$ cat src/rtl/bn_res_seq_ctrl.sv
// bn_res_seq_ctrl: sequencer for batch-norm + residual-add; loads per-channel BN
// parameters, then issues one datapath beat per pixel under three-way handshake.
module bn_res_seq_ctrl #(
   parameter int CHANNEL_NUM = 256,
   parameter int PIX_NUM     = 196,
   parameter int CH_AW       = $clog2(CHANNEL_NUM),
   parameter int PIX_AW      = $clog2(PIX_NUM)
) (
   input  logic              clk,
   input  logic              rst,
   input  logic              start,
   input  logic              skip_load,
   input  logic              para_valid,
   output logic              para_ready,
   output logic              para_wr_en,
   output logic [CH_AW-1:0]  para_wr_addr,
   output logic              mode,
   input  logic              psum_valid,
   output logic              psum_ready,
   input  logic              res_valid,
   output logic              res_ready,
   output logic [PIX_AW-1:0] res_rd_addr,
   input  logic              out_ready,
   output logic              data_e,
   input  logic              data_e_out,
   output logic              busy,
   output logic              done
);
   typedef enum logic [2:0] {IDLE, LOAD, CALC, DRAIN, DONE} state_t;
   state_t            r_state, w_next;
   logic [CH_AW-1:0]  r_ch_cnt;
   logic [PIX_AW-1:0] r_pix_cnt;
   logic              w_acc, w_fire, w_ch_last, w_pix_last;
   assign w_acc      = (r_state == LOAD) && para_valid;
   assign w_fire     = (r_state == CALC) && psum_valid && res_valid && out_ready;
   assign w_ch_last  = r_ch_cnt == CH_AW'(CHANNEL_NUM - 1);
   assign w_pix_last = r_pix_cnt == PIX_AW'(PIX_NUM - 1);
   always_comb begin
      w_next = r_state;
      case (r_state)
         IDLE:    w_next = start ? (skip_load ? CALC : LOAD) : IDLE;
         LOAD:    w_next = (w_acc && w_ch_last) ? CALC : LOAD;
         CALC:    w_next = (w_fire && w_pix_last) ? DRAIN : CALC;
         DRAIN:   w_next = data_e_out ? DONE : DRAIN;
         default: w_next = IDLE;
      endcase
   end
   always_ff @(posedge clk or posedge rst) begin
      if (rst) begin
         r_state   <= IDLE;
         r_ch_cnt  <= '0;
         r_pix_cnt <= '0;
      end else begin
         r_state <= w_next;
         if (w_acc) r_ch_cnt <= w_ch_last ? '0 : r_ch_cnt + CH_AW'(1);
         if (w_fire) r_pix_cnt <= w_pix_last ? '0 : r_pix_cnt + PIX_AW'(1);
      end
   end
   // the pixel counter doubles as the residual read address
   assign res_rd_addr  = r_pix_cnt;
   assign para_ready   = r_state == LOAD;
   assign para_wr_en   = w_acc;
   assign para_wr_addr = r_ch_cnt;
   assign mode         = (r_state == CALC) || (r_state == DRAIN);
   assign data_e       = w_fire;
   assign psum_ready   = w_fire;
   assign res_ready    = w_fire;
   assign busy         = r_state != IDLE;
   assign done         = r_state == DONE;
endmodule

$ cat config.mk
export PLATFORM = sky130hd
export DESIGN_NAME = bn_res_seq_ctrl
export DESIGN_NICKNAME = d
export VERILOG_FILES = /design/src/rtl/bn_res_seq_ctrl.sv
export SDC_FILE = /design/constraint.sdc
export NUM_CORES = 1
export LEC_CHECK = 0
export CAP_MARGIN = 30
export CELL_PAD_IN_SITES_DETAIL_PLACEMENT = 1
export CELL_PAD_IN_SITES_GLOBAL_PLACEMENT = 2
export CORE_MARGIN = 2
export CORE_UTILIZATION = 29
export DETAILED_ROUTE_END_ITERATION = 6
export PLACE_DENSITY = 0.93
export SYNTH_ARGS = -nofsm -noshare
export SYNTH_HDL_FRONTEND = slang
export SYNTH_SLANG_ARGS = --single-unit
export TNS_END_PERCENT = 30
$ cat constraint.sdc
create_clock -name clk -period 3 [get_ports clk]
set_input_delay 0.3 -clock clk [delete_from_list [all_inputs] [get_ports clk]]
set_output_delay 0.3 -clock clk [all_outputs]
set_load 0.005 [all_outputs]
==> summary.txt, run 1 <==
Post-DRT Antenna Nets -> 0
buffers added on ports -> 32
Critical Path RT -> 2.70 ns
synthesized cell area -> 1042 um2
synthesis-to-finish area growth -> 36.97%
Power Density -> 723.5 nW/um2
vias in the first global route -> 1047
top_reg_cell synth -> dfrtp_1
clock-pin slew on the worst setup and hold paths -> 0.11 ns
synthesized instance count -> 110
Async S/R FF share, synth -> 100.0%
Area contributors post-synth -> dfrtp_1 46%, xor2_1 4.2%, nand2_1 3.6%
Die W -> 63.95 um
die area -> 4090 um2
initial antenna violation count -> 0
Initial Util -> 30.75%
Crit Path Class -> reg -> out
final hold violation count -> 0
layout net count -> 154
RSZ-0062 raised after global routing -> no
Final Wtd Congestion -> 0.8384
post-route clock period utilization -> 79.23%
fin. max-slew vios -> 0
synthesized flop and latch total -> 19
drt via density -> 5.245
EDFF count, synth -> 0
CTS Buf Count -> 3
Leak -> 0.5810 nW
largest family of logic cells by synthesized area -> simple AND/OR/NAND/NOR gates
CTS sink count -> 19
Post-Route WL -> 2879 um
CTS root buf -> clkbuf_4
status -> finished clean
layout cells sized above 1 -> 4.225%
Compound-Gate Fraction of Synth Area -> 11.88%
sequential share of the synthesized area -> 45.62%
xor and xnor fraction of the mapped netlist area -> 5.042%
post-synthesis net count -> 121
Clock Path Buffers -> 2
Worst Setup End Kind -> output port
Final min period -> 2.377 ns
post-synthesis mux area share -> 2.041%
WL per Instance -> 15.31 um
area fraction of the dominant cell type after synthesis -> 45.62%
worst hold path class -> in -> async
Yosys top cell by area -> dfrtp_1
final setup vio count -> 0
first-pass GRT wire length -> 4885 um
MaxCap Viol Count -> 0
Die Ht -> 63.95 um
1st-iter DRT viols -> 47
routed via count -> 986
Startpoint Class -> flip-flop
Worst-Skew Late Latency -> 0.31 ns
Place WS -> 0.7963 ns
gr usage total -> 15.04%
diode count -> 0
hold_buf cts -> 0
DP HPWL -> 2144 um
Gates resized, CTS repair -> 0
CTS tree -> built
core area -> 3390 um2
synth unique cells -> 37
Synth Area in Simple Gates -> 27.13%
mean post-synth cell area -> 9.475 um2
Clock Skew -> 0.001056 ns
Remaining Overflow, GRT -> 0
critical path arrival -> 2.08 ns
FP Rows -> 21
maximum vdd ir drop -> 0.3064 mV
largest net degree at the start of global routing -> 20
Post-Synth Adder-Cell Area -> 2.401%
fill count -> 385
Final WS setup -> 0.6230 ns
H-tree Lvls -> 1
Worst-Margin Slew -> 0.7465 ns
# Post-CTS Setup Buffers -> 0
drt drc -> 0
max_slew headroom -> 50.18%
crit-path max FO -> 12
Yosys Warn Count -> 0
f_max -> 0.4207 GHz
final setup TNS -> 0 ns
DRT Pass-1 Iters -> 4
IO Pins -> 33
[area by class of cell]
class / count / area, um2 / share of cell area (%)
multi-input cells: 77 / 505.5 / 35.41
flip-flops and latches: 19 / 475.5 / 33.30
repair buffers: 33 / 327.8 / 22.96
well taps: 46 / 57.56 / 4.032
inverters: 9 / 33.78 / 2.366
clock buffers: 3 / 22.52 / 1.578
clock inverters: 1 / 5.005 / 0.3506
[flip-flops by register name, indices dropped and copies added (netlist names)]
name          count
para_wr_addr      8
r_state           3
res_rd_addr       8
[through the flow]
| step | instances | total power [W] | instance area [um2] | hold WS (ns) | utilization [%] |
|---|---|---|---|---|---|
| 6_report | 188 | 0.001033 | 1428 | 0.4085 | 42.12 |
| 5_1_grt | 188 | 0.001117 | 1428 | 0.4731 | 42.12 |
| 4_1_cts | 188 | 0.001050 | 1428 | 0.4345 | 42.12 |
| 3_5_place_dp | 184 | 0.0009039 | 1400 | 0.5037 | 41.31 |
| 3_3_place_gp | 184 | 0.0008811 | 1400 | 0.4886 | 41.31 |
| 2_1_floorplan | 110 | 0.0006436 | 1042 | 0.2511 | - |
[metal layers]
metal | share of wire, % | up-vias | routed length, um | GRT usage, %
li1 | - | 472 | - | -
met5 | 0 | - | 0 | 0
met1 | 44 | 477 | 1253 | 18.16
met3 | 5.3 | 4 | 152 | 3.521
met4 | 1.1 | 0 | 33 | 4.076
met2 | 50 | 33 | 1439 | 26.56
[cell families (layout without fill, tap and decap cells)]
group                    Yosys count  in the layout
AO/OA/AOI/OAI                     19             19
multiplexers                       2              2
AND/OR/NAND/NOR                   48             48
flip-flops                        19             19
buffers and inverters             14             46
adder cells (fa/ha/maj)            2              2
XOR/XNOR                           6              6
[cells in the final DEF, fill, tap and decap left out, types with 5 or more instances in the layout]
| cell | instances |
|---|---|
| nand3_1 | 6 |
| nor3_1 | 6 |
| o21ai_0 | 5 |
| xor2_1 | 5 |
| nand2_1 | 10 |
| clkdlybuf4s50_1 | 32 |
| dfrtp_1 | 19 |
| inv_1 | 9 |
[synth_stat cells, types with 2 or more instances]
cell      instances
nand4_1           3
nor4_1            4
buf_4             2
ha_1              2
nand3_1           6
nand2_1          10
nand4b_1          3
o31ai_1           2
clkbuf_1          2
inv_1             9
or4_1             3
xor2_1            5
nor3_1            6
or3_1             4
dfrtp_1          19
a21oi_1           4
nor3b_1           2
o21ai_0           5
[final timing paths]
kind	start	end	slack [ns]	cells past startpoint
worst min-delay path	rst	res_rd_addr[6]	0.41	2
worst min register to register	para_wr_addr[6]	para_wr_addr[6]	0.51	1
worst max register to register	r_state[1]	r_state[0]	1.09	3
min in group clk	para_wr_addr[6]	para_wr_addr[6]	0.51	1
worst max-delay path	r_state[0]	res_ready	0.62	4
max in group asynchronous	rst	res_rd_addr[0]	2.13	2
[power breakdown]
| group | switching [W] | total (W) | internal, W |
|---|---|---|---|
| logic | 0.000170 | 0.000425 | 0.000255 |
| clock network | 0.0000865 | 0.000136 | 0.0000499 |
| registers | 0.000139 | 0.000472 | 0.000333 |
| total | 0.000395 | 0.00103 | 0.000638 |
[worst max-delay path: stages, from the launching register on]
cell,delay (ns)
dfrtp_1,0.49
nand4b_1,0.22
buf_4,0.19
nor2_1,0.29
clkdlybuf4s50_1,0.58
(Power assumes the default switching activity.)
==> run 2: changes to the inputs <==
--- a/config.mk
+++ b/config.mk
@@ -9,9 +9,9 @@
 export CELL_PAD_IN_SITES_DETAIL_PLACEMENT = 1
 export CELL_PAD_IN_SITES_GLOBAL_PLACEMENT = 2
 export CORE_MARGIN = 2
-export CORE_UTILIZATION = 29
+export CORE_UTILIZATION = 27
 export DETAILED_ROUTE_END_ITERATION = 6
-export PLACE_DENSITY = 0.93
+export PLACE_DENSITY = 0.88
 export SYNTH_ARGS = -nofsm -noshare
 export SYNTH_HDL_FRONTEND = slang
 export SYNTH_SLANG_ARGS = --single-unit
==> constraint.sdc (replaced) <==
create_clock -name clk -period 2.32 [get_ports clk]
set_input_delay 0.232 -clock clk [delete_from_list [all_inputs] [get_ports clk]]
set_output_delay 0.232 -clock clk [all_outputs]
set_load 0.005 [all_outputs]
==> run 2 against run 1 <==
Global-route usage increased by 0.061 points. Sequential power increased by 28%. Sequential share of layout area decreased by 0.55 points. Wire length increased by 0.24%. Die area increased by 6.9%. Combinational power increased by 31%. Design area increased by 1.7%. Flip-flop and latch count unchanged. Count of clock-buffer cells in the layout unchanged. Worst setup slack got worse by 0.44 ns. Cell count increased by 1.1%. Clock power increased by 77%. Critical path type unchanged. Highest routed layer unchanged.
==> summary.txt, run 2 (synthesis results as in run 1) <==
status -> finished clean
CTS sink count -> 19
clock-pin slew on the worst setup and hold paths -> 0.08 ns
layout net count -> 154
Leak -> 0.5884 nW
worst hold path class -> in -> async
DRT Pass-1 Iters -> 4
drt drc -> 0
most frequent cells in the layout -> 32 x clkdlybuf4s50_1, 19 x dfrtp_1, 10 x nand2_1, 9 x inv_1
commonest non-fill, non-tap cell in the layout -> clkdlybuf4s50_1
diode count -> 0
routed via count -> 994
1st-iter DRT viols -> 53
maximum vdd ir drop -> 0.5253 mV
CTS tree -> built
die area -> 4373 um2
critical path arrival -> 1.90 ns
CTS Buf Count -> 3
Initial Util -> 28.26%
Post-DRT Antenna Nets -> 0
f_max -> 0.4685 GHz
largest net degree at the start of global routing -> 20
crit-path max FO -> 11
Final Wtd Congestion -> 0.7887
Die W -> 66.13 um
Worst-Margin Slew -> 0.7651 ns
Clock Path Buffers -> 2
gr usage total -> 15.10%
final setup vio count -> 0
MaxCap Viol Count -> 0
drt via density -> 5.232
# Post-CTS Setup Buffers -> 0
CTS root buf -> clkbuf_8
RSZ-0062 raised after global routing -> no
Critical Path RT -> 2.09 ns
initial antenna violation count -> 0
fin. max-slew vios -> 0
DP HPWL -> 2137 um
Worst Setup End Kind -> output port
Worst-Skew Late Latency -> 0.26 ns
core area -> 3689 um2
H-tree Lvls -> 1
final hold violation count -> 0
Power Density -> 965.4 nW/um2
max_slew headroom -> 48.94%
layout cells sized above 1 -> 4.930%
post-route clock period utilization -> 92.01%
FP Rows -> 22
buffers added on ports -> 32
synthesis-to-finish area growth -> 39.26%
Worst Hold Slack -> 0.4034 ns
Remaining Overflow, GRT -> 0
Final min period -> 2.135 ns
IO Pins -> 33
Startpoint Class -> flip-flop
Clock Skew -> 0.004056 ns
WL per Instance -> 15.19 um
Crit Path Class -> reg -> out
Post-Route WL -> 2886 um
final setup TNS -> 0 ns
vias in the first global route -> 1076
first-pass GRT wire length -> 5064 um
Die Ht -> 66.13 um
[run 2: final timing paths]
| check | from | endpoint | slack [ns] | cells past startpoint |
|---|---|---|---|---|
| max | r_state[1] | para_ready | 0.19 | 3 |
| min | rst | para_wr_addr[1] | 0.40 | 2 |
| max reg2reg | r_state[1] | r_state[0] | 0.46 | 3 |
| min reg2reg | para_wr_addr[7] | para_wr_addr[7] | 0.51 | 1 |
| max in group asynchronous | rst | r_state[2] | 1.44 | 2 |
| min in group clk | para_wr_addr[7] | para_wr_addr[7] | 0.51 | 1 |
[run 2: critical path, stage by stage, from the launching register on]
cell and delay [ns]:
dfrtp_1 0.49, or3b_1 0.56, inv_1 0.09, clkdlybuf4s50_1 0.49
[run 2: cell type report]
type,instances,area (um2)
Fill cell,440,2237
Multi-Input combinational cell,77,508.0
Sequential cell,19,475.5
Timing Repair Buffer,33,327.8
Tap cell,48,60.06
Clock buffer,3,41.29
Inverter,9,33.78
Clock inverter,1,5.005
[run 2: power by group]
group / leakage, nW / switching [W] / internal, W
Clock: 0.0255 / 0.000121 / 0.000120
Sequential: 0.237 / 0.000173 / 0.000431
Combinational: 0.326 / 0.000227 / 0.000330
[run 2: stage by stage]
stage | instances | util [%] | setup slack (ns) | total power [W] | area, um2
after floorplan | 110 | - | 0.7375 | 0.0008322 | 1042
after global placement | 186 | 38.03 | 0.4400 | 0.001149 | 1403
after detailed placement | 186 | 38.03 | 0.3441 | 0.001168 | 1403
after CTS | 190 | 39.28 | 0.1263 | 0.001422 | 1449
after global routing | 190 | 39.35 | 0.04214 | 0.001525 | 1451
final | 190 | 39.35 | 0.1855 | 0.001401 | 1451
[run 2: what timing repair did]
action / in CTS / in global routing
gates resized for setup: 0 / 1
setup endpoints to repair: 0 / 3
hold buffers: 0 / 0
[run 2: metal layers]
metal	wire [um]	global-route usage (%)	up-vias
li1	-	-	471
met1	1215	17.50	491
met2	1489	27.75	30
met3	170	3.918	2
met4	10	3.061	0
met5	0	0	-
==> run 3: changes to the inputs <==
--- a/config.mk
+++ b/config.mk
@@ -10,6 +10,7 @@
 export CELL_PAD_IN_SITES_GLOBAL_PLACEMENT = 2
 export CORE_MARGIN = 2
 export CORE_UTILIZATION = 27
+export CTS_CLUSTER_SIZE = 24
 export DETAILED_ROUTE_END_ITERATION = 6
 export PLACE_DENSITY = 0.88
 export SYNTH_ARGS = -nofsm -noshare
==> results of run 3 <==
The final DEF is identical to that of run 2; final timing and power are the same.
